`src/rtl/ram_seq_pkg.sv`:
```
// rtl/ram_seq_pkg.sv - shared states, pending-slot codes and fixed write targets for the RAM write sequencer
package ram_seq_pkg;

   typedef enum logic [1:0] {IDLE, WRITE, CLEAR, DONE} state_t;
   typedef enum logic [1:0] {NONE, PEND_A, PEND_B} pend_t;

   localparam int BTN_A   = 0;
   localparam int BTN_B   = 1;
   localparam int BTN_CLR = 2;

   localparam int ADDR_A = 6;
   localparam int DATA_A = 9;
   localparam int ADDR_B = 0;
   localparam int DATA_B = 8;

   // A outranks B when both pulse in the same cycle
   function automatic pend_t pend_capture(input logic a, input logic b);
      if (a)
         return PEND_A;
      else if (b)
         return PEND_B;
      else
         return NONE;
   endfunction

endpackage

```
`src/rtl/ram_write_sequencer_if.sv`:
```
// rtl/ram_write_sequencer_if.sv - button inputs, RAM write port and status bundle
interface ram_write_sequencer_if #(
   parameter int ADDR_W = 8,
   parameter int DATA_W = 8
);
   logic [2:0]        btn;
   logic              we;
   logic [ADDR_W-1:0] addr;
   logic [DATA_W-1:0] wdata;
   logic              busy;
   logic              done;

   modport master (input btn, output we, addr, wdata, busy, done);
   modport slave  (output btn, input we, addr, wdata, busy, done);
endinterface

```
`src/rtl/btn_press_detect.sv`:
```
// rtl/btn_press_detect.sv - one button: synchronizer, optional debounce (DEBOUNCE_EN), registered press pulse
module btn_press_detect #(
   parameter int SYNC_STAGES     = 2,
   parameter int DEBOUNCE_CYCLES = 16
) (
   input  logic i_clk,
   input  logic i_rst_n,
   input  logic i_btn,
   output logic o_press
);

   // Configurations below two stages or a zero-length filter are not meaningful
   if (SYNC_STAGES < 2 || DEBOUNCE_CYCLES < 1) begin : g_bad_cfg
      $error("btn_press_detect: SYNC_STAGES must be >= 2 and DEBOUNCE_CYCLES >= 1");
   end

   logic [SYNC_STAGES-1:0] r_sync;
   logic                   w_level;
   logic                   r_prev;
   logic                   r_press;

   // Synchronizer chain, preset to the released level so reset release is not a press
   always_ff @(posedge i_clk or negedge i_rst_n) begin
      if (!i_rst_n)
         r_sync <= '1;
      else
         r_sync <= {r_sync[SYNC_STAGES-2:0], i_btn};
   end

`ifdef DEBOUNCE_EN
   localparam int CNT_W = $clog2(DEBOUNCE_CYCLES + 1);

   logic [CNT_W-1:0] r_cnt;
   logic             r_filt;

   // Filtered level only follows a new level that has been stable for DEBOUNCE_CYCLES samples
   always_ff @(posedge i_clk or negedge i_rst_n) begin
      if (!i_rst_n) begin
         r_cnt  <= '0;
         r_filt <= 1'b1;
      end else if (r_sync[SYNC_STAGES-1] == r_filt) begin
         r_cnt <= '0;
      end else if (r_cnt == CNT_W'(DEBOUNCE_CYCLES - 1)) begin
         r_filt <= r_sync[SYNC_STAGES-1];
         r_cnt  <= '0;
      end else begin
         r_cnt <= r_cnt + 1'b1;
      end
   end

   assign w_level = r_filt;
`else
   assign w_level = r_sync[SYNC_STAGES-1];
`endif

   // Falling edge of the (filtered) level becomes a one-cycle registered press pulse
   always_ff @(posedge i_clk or negedge i_rst_n) begin
      if (!i_rst_n) begin
         r_prev  <= 1'b1;
         r_press <= 1'b0;
      end else begin
         r_prev  <= w_level;
         r_press <= r_prev & ~w_level;
      end
   end

   assign o_press = r_press;

endmodule

```
`src/rtl/ram_write_sequencer.sv`:
```
// rtl/ram_write_sequencer.sv - arbitrates button writes and clear sweep onto the RAM write port (DEBOUNCE_EN selects debounce)
module ram_write_sequencer #(
   parameter int ADDR_W          = 8,
   parameter int DATA_W          = 8,
   parameter int DEPTH           = 256,
   parameter int SYNC_STAGES     = 2,
   parameter int DEBOUNCE_CYCLES = 16
) (
   input logic                   clk,
   input logic                   rst_n,
   ram_write_sequencer_if.master bus
);
   import ram_seq_pkg::*;

   // The sweep must fit inside the address space
   if (DEPTH < 1 || DEPTH > 2**ADDR_W) begin : g_bad_depth
      $error("ram_write_sequencer: DEPTH must be in 1..2**ADDR_W");
   end

   localparam logic [ADDR_W-1:0] LAST_ADDR = ADDR_W'(DEPTH - 1);

   logic [2:0]        w_press;
   logic              w_a;
   logic              w_b;
   logic              w_clr;
   pend_t             w_pend_busy;

   state_t            r_state;
   pend_t             r_pend;
   logic              r_we;
   logic [ADDR_W-1:0] r_addr;
   logic [DATA_W-1:0] r_wdata;
   logic              r_busy;
   logic              r_done;

   for (genvar g = 0; g < 3; g++) begin : g_btn
      btn_press_detect #(
         .SYNC_STAGES     (SYNC_STAGES),
         .DEBOUNCE_CYCLES (DEBOUNCE_CYCLES)
      ) u_det (
         .i_clk   (clk),
         .i_rst_n (rst_n),
         .i_btn   (bus.btn[g]),
         .o_press (w_press[g])
      );
   end

   assign w_a   = w_press[BTN_A];
   assign w_b   = w_press[BTN_B];
   assign w_clr = w_press[BTN_CLR];

   // While the port is occupied only an empty slot takes a new A/B press
   always_comb begin
      w_pend_busy = r_pend;
      if (r_pend == NONE)
         w_pend_busy = pend_capture(w_a, w_b);
   end

   // Main sequencer: state, pending slot and all registered port outputs
   always_ff @(posedge clk or negedge rst_n) begin
      if (!rst_n) begin
         r_state <= IDLE;
         r_pend  <= NONE;
         r_we    <= 1'b0;
         r_addr  <= '0;
         r_wdata <= '0;
         r_busy  <= 1'b0;
         r_done  <= 1'b0;
      end else begin
         case (r_state)
            IDLE: begin
               if (r_pend != NONE) begin
                  r_state <= WRITE;
                  r_we    <= 1'b1;
                  r_busy  <= 1'b1;
                  r_addr  <= (r_pend == PEND_A) ? ADDR_W'(ADDR_A) : ADDR_W'(ADDR_B);
                  r_wdata <= (r_pend == PEND_A) ? DATA_W'(DATA_A) : DATA_W'(DATA_B);
                  // the slot frees now, so a same-cycle press refills it as if busy
                  r_pend  <= pend_capture(w_a, w_b);
               end else if (w_clr) begin
                  r_state <= CLEAR;
                  r_we    <= 1'b1;
                  r_busy  <= 1'b1;
                  r_addr  <= '0;
                  r_wdata <= '0;
               end else if (w_a) begin
                  r_state <= WRITE;
                  r_we    <= 1'b1;
                  r_busy  <= 1'b1;
                  r_addr  <= ADDR_W'(ADDR_A);
                  r_wdata <= DATA_W'(DATA_A);
               end else if (w_b) begin
                  r_state <= WRITE;
                  r_we    <= 1'b1;
                  r_busy  <= 1'b1;
                  r_addr  <= ADDR_W'(ADDR_B);
                  r_wdata <= DATA_W'(DATA_B);
               end
            end
            WRITE: begin
               r_state <= DONE;
               r_we    <= 1'b0;
               r_busy  <= 1'b0;
               r_done  <= 1'b1;
               r_pend  <= w_pend_busy;
            end
            CLEAR: begin
               r_pend <= w_pend_busy;
               if (r_addr == LAST_ADDR) begin
                  r_state <= DONE;
                  r_we    <= 1'b0;
                  r_busy  <= 1'b0;
                  r_done  <= 1'b1;
               end else begin
                  r_addr <= r_addr + 1'b1;
               end
            end
            DONE: begin
               r_state <= IDLE;
               r_done  <= 1'b0;
               r_pend  <= w_pend_busy;
            end
         endcase
      end
   end

   assign bus.we    = r_we;
   assign bus.addr  = r_addr;
   assign bus.wdata = r_wdata;
   assign bus.busy  = r_busy;
   assign bus.done  = r_done;

endmodule

```
`src/flat_wrapper.sv`:
```
// flat-port wrapper written by rule: the top's interface ports become plain ports
module ram_write_sequencer_flat import ram_seq_pkg::*;
#(
   parameter int ADDR_W          = 8,
   parameter int DATA_W          = 8,
   parameter int DEPTH           = 256,
   parameter int SYNC_STAGES     = 2,
   parameter int DEBOUNCE_CYCLES = 16
)
  (clk, rst_n, bus_btn, bus_we, bus_addr, bus_wdata, bus_busy, bus_done);
  ram_write_sequencer_if #(.ADDR_W(ADDR_W), .DATA_W(DATA_W)) bus_i ();
  input logic clk;
  input logic rst_n;
  input wire logic [$bits(bus_i.btn)-1:0] bus_btn;
  output wire logic [$bits(bus_i.we)-1:0] bus_we;
  output wire logic [$bits(bus_i.addr)-1:0] bus_addr;
  output wire logic [$bits(bus_i.wdata)-1:0] bus_wdata;
  output wire logic [$bits(bus_i.busy)-1:0] bus_busy;
  output wire logic [$bits(bus_i.done)-1:0] bus_done;
  assign bus_i.btn = bus_btn;
  assign bus_we = bus_i.we;
  assign bus_addr = bus_i.addr;
  assign bus_wdata = bus_i.wdata;
  assign bus_busy = bus_i.busy;
  assign bus_done = bus_i.done;
  ram_write_sequencer #(.ADDR_W(ADDR_W), .DATA_W(DATA_W), .DEPTH(DEPTH), .SYNC_STAGES(SYNC_STAGES), .DEBOUNCE_CYCLES(DEBOUNCE_CYCLES)) u_core (.clk(clk), .rst_n(rst_n), .bus(bus_i));
endmodule
```
`config.mk`:
```
export PLATFORM = sky130hd
export DESIGN_NAME = ram_write_sequencer_flat
export DESIGN_NICKNAME = d
export VERILOG_FILES = /design/src/rtl/ram_seq_pkg.sv /design/src/rtl/ram_write_sequencer_if.sv /design/src/rtl/btn_press_detect.sv /design/src/rtl/ram_write_sequencer.sv /design/src/flat_wrapper.sv
export SDC_FILE = /design/constraint.sdc
export NUM_CORES = 1
export LEC_CHECK = 0
export BUFFER_PORTS_ARGS = -buffer_cell sky130_fd_sc_hd__buf_2
export CORE_MARGIN = 4
export CORE_UTILIZATION = 49
export DETAILED_ROUTE_END_ITERATION = 6
export HOLD_SLACK_MARGIN = 0.12
export PLACE_DENSITY = 0.78
export SYNTH_ARGS = -nofsm -noshare
export SYNTH_HDL_FRONTEND = slang
export SYNTH_SLANG_ARGS = --single-unit
```
`constraint.sdc`:
```
create_clock -name clk -period 3.6 [get_ports clk]
set_input_delay 0.72 -clock clk [delete_from_list [all_inputs] [get_ports clk]]
set_output_delay 0.72 -clock clk [all_outputs]
set_load 0.005 [all_outputs]
```
# Yosys cells after proc, flatten, opt, wreduce, memory -nomap -nowiden
# Cells that the tools add are included.
op_classes:
  n_bitwise: 6
  addsub: 1
  mux: 31
  n_eq_ne: 10
  reduce_logical: 14
ops:
  columns: ["op", "count"]
  rows:
  - ["2-to-1 mux 8 bit", 9]
  - ["2-to-1 mux 2 bit", 9]
  - ["one-hot mux 8 bit (2 select lines)", 1]
  - ["adder 8 x 1 -> 8 bit (second input constant)", 1]
  - ["equality test 8 bit (second input constant)", 1]
  - ["one-hot mux 2 bit (4 select lines)", 1]
  - ["AND reduction 2 bit", 4]
  - ["2-to-1 mux 1 bit", 7]
  - ["inequality test 2 x 1 -> 1 bit (second input constant)", 3]
  - ["one-hot mux 1 bit (3 select lines)", 2]
  - ["AND reduction 3 bit", 2]
  - ["nonzero test 3 bit", 2]
  - ["inequality test 5 x 4 -> 1 bit (second input constant)", 1]
  - ["equality test 2 x 1 -> 1 bit (second input constant)", 2]
  - ["equality test 2 bit (second input constant)", 2]
  - ["logical NOT 2 bit", 2]
  - ["one-hot mux 2 bit (2 select lines)", 1]
  - ["nonzero test 2 bit", 2]
  - ["nonzero test 4 bit", 1]
  - ["bitwise AND 1 bit", 3]
  - ["2-to-1 mux 3 bit", 1]
  - ["NOT 1 bit", 3]
  - ["OR reduction 3 bit", 1]
  - ["inequality test 2 bit (second input constant)", 1]
totals:
  reg_bits: 34
  elab_cells: 77
  inputBits: 5

# Longest topological paths before layout
logic_depth:
  depth_word: 5
  ltp_mapped: 7
  ltp_nobuf: 6

# Hierarchy
# From an unflattened synthesis, not the netlist that was laid out.
hier_totals:
  hier_cells: 130
  area_unflattened_um2: 1398.8
by_module_without_submodules:
  columns: ["module", "area_per_inst_um2", "cells_each", "instances", "seq_area_each_um2"]
  rows:
  - ["ram_write_sequencer", 1046.0, 115, 1, 400.4]
  - ["btn_press_detect", 117.6, 5, 3, 103.8]

# Worst setup path after synthesis
# Ideal clock, no wire load.
synth_timing:
  path_type: "register to register"
  startpoint: "reg u_core.r_state[0]"
  endpoint: "reg u_core.r_busy, in the netlist u_core.bus.busy"
  arrival_ns: 1.459
  synth_period_minus_slack_ns: 1.584
  path_stages_with_launch: 6
  path_slack_ns: 2.016
  required_ns: 3.475
  cell_sequence: "dfrtp_1 > inv_1 > ha_1 > buf_6 > o311ai_1 > mux2_4"
synth_via:
  elab_chain_cells: 3
  elab_cells_between_ends: 8
  classes_between: "4 x eq/ne; 1 x mux; 3 x reduce/logical"
synth_lines:
  columns: ["element", "line_no", "rtl"]
  rows:
  - ["from (decl)", "ram_write_sequencer.sv:28", "state_t r_state;"]
  - ["from (signal assigned)", "ram_write_sequencer.sv:62", "r_state <= IDLE;"]
  - ["from (signal assigned)", "ram_write_sequencer.sv:73", "r_state <= WRITE;"]
  - ["from (signal assigned)", "ram_write_sequencer.sv:81", "r_state <= CLEAR;"]
  - ["logical NOT 2 bit (tied with other cells)", "ram_write_sequencer.sv:70", "case (r_state)"]
  - ["inequality test 5 x 4 -> 1 bit (no source line) (tied with other cells)", null, null]
  - ["AND reduction 3 bit (no source line)", null, null]
  - ["to (signal assigned)", "ram_write_sequencer.sv:67", "r_busy <= 1'b0;"]
  - ["to (signal assigned)", "ram_write_sequencer.sv:75", "r_busy <= 1'b1;"]
  - ["to (signal assigned)", "ram_write_sequencer.sv:83", "r_busy <= 1'b1;"]
  - ["to (decl)", "ram_write_sequencer.sv:33", "logic r_busy;"]
# Parallel ways exist; a longest one is shown, timed or not.
# A chain may end at the register's enable or synchronous reset.

# Final worst setup path
layout_timing:
  startpoint: "reg u_core.r_state[0]"
  endpoint: "reg u_core.r_addr[1], in the netlist u_core.bus.addr[1]"
layout_via:
  elab_chain_cells: 3
  elab_cells_between_ends: 7
  classes_between: "3 x eq/ne; 1 x mux; 3 x reduce/logical"
layout_lines:
  columns: ["element", "line_no", "rtl"]
  rows:
  - ["logical NOT 2 bit or equality test 2 bit (tied branches)", "ram_write_sequencer.sv:70", null]
  - ["inequality test 5 x 4 -> 1 bit (no source line) (tied with other cells)", null, null]
  - ["AND reduction 3 bit (no source line)", null, null]
  - ["to (signal assigned)", "ram_write_sequencer.sv:76", "r_addr <= (r_pend == PEND_A) ? ADDR_W'(ADDR_A) : ADDR_W'(ADDR_B);"]
  - ["to (signal assigned)", "ram_write_sequencer.sv:90", "r_addr <= ADDR_W'(ADDR_A);"]
  - ["to (signal assigned)", "ram_write_sequencer.sv:96", "r_addr <= ADDR_W'(ADDR_B);"]
  - ["to (decl)", "ram_write_sequencer.sv:31", "logic [ADDR_W-1:0] r_addr;"]
# Parallel ways exist; a longest one is shown, timed or not.

==> summary.txt <==
Cells and area
  – Layout Cell Area excl Fill: 1510 µm²
  – ANT cells: 0
  – # nets final: 154
  – Syn-to-layout area delta: 8.15%
  – Filler cells: 231
  – Layout cells sized above 1: 0.289

Power and ir drop
  – Pleak: 0.694 nW
  – Switching Fraction: 0.382
  – Power Density: 763 nW/µm²
  – Switching pwr: 0.441 mW
  – Maximum vdd drop: 0.000506 V
  – Pint: 0.713 mW
  – Logic pwr share: 0.446
  – Clock share of power: 0.152
  – Reg power frac: 0.403

Floorplanning
  – Die Span Y: 61.4 µm
  – CORE AREA: 2730 µm²
  – # IOs: 24
  – Initial core utilization: 0.511
  – Area of the die: 3770 µm²
  – Die Wd: 61.4 µm
  – Site Rows: 19

STA
  – Clock Skew: 0.00894 ns
  – Slew Limit Fails: 0
  – Setup-failing EPs final: 0
  – Fin Setup TNS: 0 ns
  – Minimum clock period: 2.22 ns
  – Fin crit share: 0.618
  – Actual slew at the worst max-slew pin: 0.639 ns
  – RSZ-0062 raised after global routing: false
  – Hold Vio Cnt, Final: 0
  – FMAX: 450 MHz
  – Slew HR: 0.573

Critical path
  – CP required: 3.85 ns
  – Cells on worst reg2reg path: 6
  – R2r setup slk: 1.38 ns
  – Max FO, Critical Path: 14
  – Worst Setup Start Kind: flop
  – CP Launch Point: u_core.r_state[0]
  – Endpoint class of the critical path: flop
  – Crit Path Category: reg2reg
  – Worst path arrival time: 2.48 ns
  – FF-to-FF Start: u_core.r_state[0]
  – Crit path to: u_core.bus.addr[1]
  – R2r endpoint: u_core.bus.addr[1]

Clock network
  – Root Driver: clkbuf_4
  – Num CTS Buffers: 3
  – Clock-pin slew on the worst setup and hold paths: 0.15 ns
  – CTS Hold Bufs: 0
  – Longest Clk Path Bufs: 2
  – Setup bufs post-CTS: 0
  – CTS resizes: 0
  – Worst-Skew Late Latency: 0.33 ns
  – Clock tree sinks: 28
  – CTS H-tree lvls: 1
  – TritonCTS clock tree: yes

Global route
  – Initial antenna violation count: 0
  – Aggregate global routing overflow: 0
  – Global-route wire length before repair: 4110 µm
  – Total global-route track usage: 0.146
  – Vias in the first global route: 917
  – Largest net degree at the start of global routing: 29

Synthesis
  – Synthesized flop and latch total: 28
  – Most frequent cell after synthesis: dfrtp_1
  – Yosys warning count: 0
  – Cell count after synthesis: 126
  – Synth area leaders: dfrtp_1 (34%), dfstp_2 (17%), ha_1 (5.4%)
  – EDFF count, synth: 0
  – Mux cell area share after synthesis: 0.0439
  – Synth unique cells: 42
  – Post-synthesis xor/xnor area fraction: 0
  – Dominant cell type by area after synthesis: dfrtp_1
  – Post-Synth Adder-Cell Area: 0.0537
  – Most used DFF post-synth: dfrtp_1
  – Register area share after synthesis: 0.509
  – Simple-gate share of the synthesized area: 0.134
  – Post-synth top cells: dfrtp_1 (19), a21oi_1 (13), dfstp_2 (9), inv_1 (9), buf_4 (8)
  – Compound-Gate Fraction of Synth Area: 0.177
  – Main combinational cell family by area after synthesis: compound AO/OA/AOI/OAI gates
  – Synthesized area per cell: 11.1 µm²
  – Post-synthesis cell area: 1400 µm²
  – Share of the synthesized area in the top cell type: 0.340
  – Ys async rst share: 1.00

Job
  – Max-cap violations: 0

Drt
  – Post-Route WL: 2390 µm
  – 1st-iter DRT viols: 54
  – Vias per inst: 5.68
  – Post-DRT Antenna Nets: 0
  – Wire per inst: 13.8 µm
  – Total number of vias: 982
  – # DRC: 0
  – Drt pass-1 iters: 4

Place
  – Port bufs: 17
  – DP HPWL: 1770 µm
  – Placed Area: 1460 µm²
  – RePlAce Congestion: 0.832

Worst hold path
  – Hold Crit Class: in2async

Run status
  – Status: completed
power by group through the flow:
stage               Sequential [mW]  Clock [mW]  Combinational [mW]
global route                  0.480       0.195               0.586
global placement              0.467           0               0.498
CTS                           0.465       0.180               0.517
floorplan                     0.465           0               0.415
detailed placement            0.472           0               0.513
finish                        0.464       0.175               0.514
worst max-delay path: stages (launching register included):
cell,delay (ns)
dfrtp_1,0.43
inv_1,0.14
ha_1,0.46
nor2_1,0.12
a31oi_2,0.54
o31ai_1,0.20
a221oi_2,0.25
layout make-up:
type                            count  area, µm²  area share
Timing Repair Buffer               17       85.1      0.0563
Multi-Input combinational cell     84        594       0.393
Sequential cell                    28        712       0.471
Tap cell                           31       38.8      0.0257
Inverter                            9       33.8      0.0224
Clock buffer                        4       47.5      0.0315
through the flow:
stage | instances | total power, mW | worst slack [ns] | util | hold slack [ns]
after global placement | 169 | 0.965 | 1.55 | 0.535 | 0.347
final | 173 | 1.15 | 1.38 | 0.553 | 0.357
after CTS | 173 | 1.16 | 1.39 | 0.553 | 0.370
after floorplan | 131 | 0.880 | 2.02 | - | 0.345
after detailed placement | 169 | 0.984 | 1.44 | 0.535 | 0.347
after global routing | 173 | 1.26 | 1.18 | 0.553 | 0.375
sequential cells by signal, summed over array words and instances, names as in the netlist:
name and count:
u_core.r_state 2, u_core.bus.wdata 2, u_core.bus.busy 1, u_core.r_pend 2, u_core.g_btn.u_det.r_prev 3, u_core.bus.addr 8
u_core.g_btn.u_det.o_press 3, u_core.g_btn.u_det.r_sync 6, u_core.bus.done 1
worst min-delay path by stage:
stage                                          from                              end  slack [ns]  cells after the start
floorplan           u_core.g_btn[0].u_det.r_sync[0]  u_core.g_btn[0].u_det.r_sync[1]        0.35                      0
global placement    u_core.g_btn[0].u_det.r_sync[0]  u_core.g_btn[0].u_det.r_sync[1]        0.35                      0
detailed placement  u_core.g_btn[1].u_det.r_sync[0]  u_core.g_btn[1].u_det.r_sync[1]        0.35                      0
CTS                 u_core.g_btn[1].u_det.r_sync[0]  u_core.g_btn[1].u_det.r_sync[1]        0.37                      0
global route        u_core.g_btn[2].u_det.r_sync[0]  u_core.g_btn[2].u_det.r_sync[1]        0.38                      0
finish                                        rst_n                  u_core.bus.done        0.36                      1
logic make-up (layout without fill, tap and decap cells):
kind of cell / after synthesis / after routing
mux: 5 / 5
fa+ha+maj: 6 / 6
simple gates: 32 / 32
flops: 28 / 28
other cells: 1 / 6
buf+inv: 19 / 30
compound gates: 35 / 35
layout by cell type, fill, tap and decap left out, types with 2 or more instances in the layout:
cell type / synthesis / layout
a21oi_1: 13 / 13
a31oi_1: 2 / 2
and3_1: 3 / 3
buf_2: 1 / 17
clkbuf_4: 0 / 3
conb_1: 1 / 6
dfrtp_1: 19 / 19
dfstp_2: 9 / 9
ha_1: 6 / 6
inv_1: 9 / 9
mux2_4: 2 / 2
mux2i_1: 2 / 2
nand2_1: 5 / 5
nand2b_1: 2 / 2
nand3_1: 5 / 5
nor2_1: 6 / 6
nor2b_1: 4 / 4
o21ai_0: 4 / 4
o22ai_1: 2 / 2
layer usage:
layer,GRT usage,routed length [µm]
met5,0,0
met1,0.194,1050
met2,0.228,1180
met4,0.0515,31
met3,0.0419,132
Power figures use the tool's default switching activity.
